`src/rtl/muldiv_unit.sv`:
```
// muldiv_unit: execute-stage multiply/divide responder; fixed-latency multiply,
// radix-2 restoring divide, results returned on hi/lo with a registered ok.
package muldiv_pkg;
  typedef enum logic [2:0] {
    OP_PASS  = 3'd0,
    OP_MULT  = 3'd1,
    OP_MULTU = 3'd2,
    OP_DIV   = 3'd3,
    OP_DIVU  = 3'd4
  } decoded_op_t;
endpackage

module muldiv_unit
  import muldiv_pkg::*;
#(
  parameter int MUL_STAGES = 2
) (
  input  logic        clk,
  input  logic        resetn,
  input  logic        flush,
  input  logic        en,
  input  logic        first,
  input  logic [31:0] srca,
  input  logic [31:0] srcb,
  input  decoded_op_t op,
  output logic [31:0] hi,
  output logic [31:0] lo,
  output logic        ok,
  output logic        busy
);
  typedef enum logic [1:0] {IDLE, MUL, DIV, DONE} state_t;

  state_t      state, state_n;
  decoded_op_t op_r, m_op;
  logic [5:0]  cnt;
  logic [31:0] opa, opb, dvs, rem, quo, abs_a, abs_b, m_a, m_b;
  logic [32:0] trial, diff;
  logic [63:0] ext_a, ext_b, prod, div_res, res;
  logic        accept, in_mul, in_div, mul_done, div_done, m_signed, enter_done;

  assign accept   = en & (state == IDLE | first) & ~flush;
  assign in_mul   = op == OP_MULT | op == OP_MULTU;
  assign in_div   = op == OP_DIV | op == OP_DIVU;
  assign mul_done = state == MUL & cnt == 6'(MUL_STAGES - 1);
  assign div_done = state == DIV & cnt == 6'd32;
  assign busy     = state == MUL | state == DIV;

  // One shared multiplier: fed from the inputs on accept (single-stage case), else from latched operands.
  assign m_op     = accept ? op : op_r;
  assign m_a      = accept ? srca : opa;
  assign m_b      = accept ? srcb : opb;
  assign m_signed = m_op == OP_MULT;
  assign ext_a    = {{32{m_signed & m_a[31]}}, m_a};
  assign ext_b    = {{32{m_signed & m_b[31]}}, m_b};
  assign prod     = ext_a * ext_b;

  assign abs_a = (op == OP_DIV & srca[31]) ? -srca : srca;
  assign abs_b = (op == OP_DIV & srcb[31]) ? -srcb : srcb;
  assign trial = {rem, quo[31]};
  assign diff  = trial - {1'b0, dvs};

  assign div_res = (opb == 32'd0) ? {opa, 32'hFFFF_FFFF} :
                   (op_r == OP_DIV) ? {(opa[31] ? -rem : rem), ((opa[31] ^ opb[31]) ? -quo : quo)} :
                   {rem, quo};
  assign res = (accept | state == MUL) ? ((m_op == OP_MULT | m_op == OP_MULTU) ? prod : 64'd0) : div_res;
  assign enter_done = state_n == DONE & (accept | state != DONE);

  always_comb begin
    state_n = state;
    if (flush) state_n = IDLE;
    else if (accept) state_n = in_mul ? (MUL_STAGES == 1 ? DONE : MUL) : in_div ? DIV : DONE;
    else if (!en) state_n = IDLE;
    else if (mul_done | div_done) state_n = DONE;
  end

  always_ff @(posedge clk or negedge resetn)
    if (!resetn) begin
      state <= IDLE;
      op_r  <= OP_PASS;
      cnt   <= '0;
      opa   <= '0;
      opb   <= '0;
      dvs   <= '0;
      rem   <= '0;
      quo   <= '0;
      hi    <= '0;
      lo    <= '0;
      ok    <= 1'b0;
    end else begin
      state <= state_n;
      ok    <= state_n == DONE;
      if (accept) begin
        op_r <= op;
        opa  <= srca;
        opb  <= srcb;
        dvs  <= abs_b;
        quo  <= abs_a;
        rem  <= '0;
        cnt  <= in_mul ? 6'd1 : 6'd0;
      end else if (state == DIV & cnt < 6'd32) begin
        rem <= diff[32] ? trial[31:0] : diff[31:0];
        quo <= {quo[30:0], ~diff[32]};
        cnt <= cnt + 6'd1;
      end else if (state == MUL) cnt <= cnt + 6'd1;
      if (enter_done) {hi, lo} <= res;
    end
endmodule

```
`config.mk`:
```
export PLATFORM = sky130hd
export DESIGN_NAME = muldiv_unit
export DESIGN_NICKNAME = d
export VERILOG_FILES = /design/src/rtl/muldiv_unit.sv
export SDC_FILE = /design/constraint.sdc
export NUM_CORES = 2
export LEC_CHECK = 0
export CORE_ASPECT_RATIO = 0.7
export CORE_MARGIN = 1
export CORE_UTILIZATION = 60
export DETAILED_ROUTE_END_ITERATION = 6
export GPL_TIMING_DRIVEN = 1
export MAX_ROUTING_LAYER = met4
export PLACE_DENSITY = 0.78
export SLEW_MARGIN = 20
export SYNTH_ARGS = -nofsm -noshare
export SYNTH_HDL_FRONTEND = slang
export SYNTH_SLANG_ARGS = --single-unit
export TNS_END_PERCENT = 10
```
`constraint.sdc`:
```
create_clock -name clk -period 17.72 [get_ports clk]
set_input_delay 5.316 -clock clk [delete_from_list [all_inputs] [get_ports clk]]
set_output_delay 5.316 -clock clk [all_outputs]
set_load 0.005 [all_outputs]
```
==> impl_metrics.tcl <==
set metrics [dict create \
    outcome "completed" \
    final-seq-area_um2 5910 \
    cts_buffers 24 \
    async_flop_share_pct 100 \
    num_rows 89 \
    postSynthNetCount 7407 \
    cts_max_level 1 \
    clkLatencyLatePin_ps 570 \
    drt_iter0_drc 4915 \
    critical_path_arrival_ps 16340 \
    report.final.hold_viol_count 0 \
    top_level_ports 138 \
    io_buffers 137 \
    drtPass1Iterations 6 \
    maxClockFrequency_mhz 62.8 \
    fin_worst_skew_ps 20.9 \
    via_count 42400 \
    cp_slowest_cell "fa_1" \
    grt_pass1_vias 44000 \
    nFillCells 7034 \
    setup.worst_path.start_class "primary input" \
    cts.root.buffer_cell "clkbuf_16" \
    ys.flop_type "dfrtp_1" \
    drt_drc_violations_left 0 \
    relSlewSlack_pct 17.3 \
    netlist_instances 5954 \
    worst-endpoint-required_ps 18140 \
    rsz0062_at_grt "false" \
    place.detailed.hpwl_um 139000 \
    ys_types 77 \
    routedWlPerCell_um 24.1 \
    multi_input_area_um2 40100 \
    dieWidth_um 353 \
    post_synth.cell_area_avg_um2 8.69 \
    netlist_top_cells_count "inv_1, fa_1, nand2_1, nor2_1, ha_1" \
    clock_path_buffers 3 \
    start_util_pct 61.0 \
    period_utilisation_layout_pct 89.8 \
    area_growth_pct 7.21 \
    worstPathMaxFanout 36 \
    post-synth-top-area-cell "fa_1" \
    synthDominantCellAreaShare_pct 43.5 \
    num-nets-final 7413 \
    grt_pass1_wl_um 266000 \
    postCtsResizedCells 0 \
    report.final.setup_viol 0 \
    post_place_instance_area_um2 54600 \
    ys_seq_elements 236 \
    yosys_warnings 0 \
    cts_sinks 236 \
    route.detailed.vias_per_inst 5.95 \
    final_core_utilization_pct 65.4 \
    synth_edf_count 0 \
    height_of_the_die_um 248 \
    detail-route-antenna-nets 0 \
    grt_start_max_net_pins 154 \
    worst_setup_hold_path_clk_slew_ps 60 \
    grt_remaining_overflow 0 \
    routabilityCongestion 1.05 \
    hold_class "reg2reg" \
    type_of_the_setup_path_with_the_least_slack "in2reg" \
    worstSetupEndpointType "flop" \
    syn_area_um2 51800 \
    cts_hold_buf 0 \
    setup_tns_ps 0 \
    die_area_um2 87500 \
    final_cell_area_um2 55500 \
    post-synth-top-count-cell "inv_1" \
    final_layout_size_suffix_gt1_share_pct 3.70 \
    grt_resource_usage_total_pct 41.9 \
    routed_wirelength_um 171000 \
    synth.yosys.seq_area_share_pct 11.4 \
    post-route-min-period_ps 15920 \
    max_slew.worst_pin.slew_ps 1240 \
    clock_tree_from_tritoncts "yes" \
    max_stage_delay_ps 880 \
    antenna_found_initial 7 \
    timing.max_cap.violations 0 \
    cts.repair_timing.setup_buffer_count 0 \
    finalMaxSlewViolations 0 \
    ys_top_cells_by_area "fa_1, dfrtp_1, inv_1, nand2_1, ha_1" \
    core_footprint_um2 84900 \
]
logic make-up (layout without fill, tap and decap cells):
family                   Yosys count  in the layout  share of synthesized area, %
buffers and inverters           1555           1579                          11.3
other                              0              9                             0
multiplexers                      82             82                          1.60
AO/OA/AOI/OAI                    684            684                          7.95
XOR/XNOR                         214            214                          3.62
flip-flops                       236            236                          11.4
adder cells (fa/ha/maj)         1381           1381                          49.7
AND/OR/NAND/NOR                 1802           1802                          14.4
placed cells by master (no fill, tap or decap), drive strengths merged, types with 17 or more instances in the layout:
cell,n
inv,1243
fa,1126
nand2,1050
nor2,477
ha,255
a21oi,247
dfrtp,236
o21ai,186
clkdlybuf4s50,136
buf,134
xnor2,130
xor2,84
mux2i,78
nor3,49
a31oi,46
and2,45
a21o,43
clkbuf,32
and3,29
nor4,28
clkinv,27
nand4,26
nand3,21
a211oi,18
o21a,18
o31ai,17
nand2b,17
worst max-delay path, delay by kind of cell:
family | cells | cell delay [ps]
buffers and inverters | 9 | 1800
AO/OA/AOI/OAI | 5 | 1730
AND/OR/NAND/NOR | 7 | 1730
adder cells (fa/ha/maj) | 9 | 5000
multiplexers | 1 | 700
flip-flops by register name, summed over array words and instances, names as in the netlist:
| signal | count |
|---|---|
| opb | 32 |
| quo | 32 |
| lo | 32 |
| hi | 32 |
| state | 2 |
| cnt | 6 |
| dvs | 32 |
| rem | 32 |
| op_r | 3 |
| opa | 32 |
| ok | 1 |
cell type report:
| cell class | count | area share [%] |
|---|---|---|
| clock buffer | 32 | 1.25 |
| sequential | 236 | 10.6 |
| timing repair buffer | 270 | 4.33 |
| antenna | 9 | 0.0406 |
| clock inverter | 12 | 0.300 |
| inverter | 1265 | 8.56 |
| tap | 1137 | 2.56 |
| multi-input combinational | 4163 | 72.3 |
path summary, 6_finish.rpt:
check                          from       to  slack, ps  cells after the start
setup / recovery                 en   hi[31]       1800                     31
hold / removal               lo[19]   lo[19]        470                      2
setup reg to reg           state[1]   hi[31]       6560                     31
hold reg to reg              lo[19]   lo[19]        470                      2
max in group asynchronous    resetn  rem[28]      11520                      2
min in group asynchronous    resetn  quo[14]       4770                      1
per-stage QoR:
step | hold WS, ps | worst slack, ps | instances
after floorplan | 449 | 3560 | 5954
after global placement | 451 | 1140 | 7070
after detailed placement | 455 | 1500 | 7071
after CTS | 474 | 1980 | 7115
after global routing | 493 | 1240 | 7120
final | 468 | 1800 | 7124
layer usage:
metal	wire [µm]	share of wire [%]	vias up	global-route usage, %
li1	-	-	18000	-
met1	67600	39	21300	57.3
met2	72100	42	2690	59.4
met3	24000	14	445	12.1
met4	7800	4.5	0	15.6
met5	0	0	-	-
Power is not shown: default switching activity piles up to over one toggle a cycle in this logic, so the estimate is an artifact.
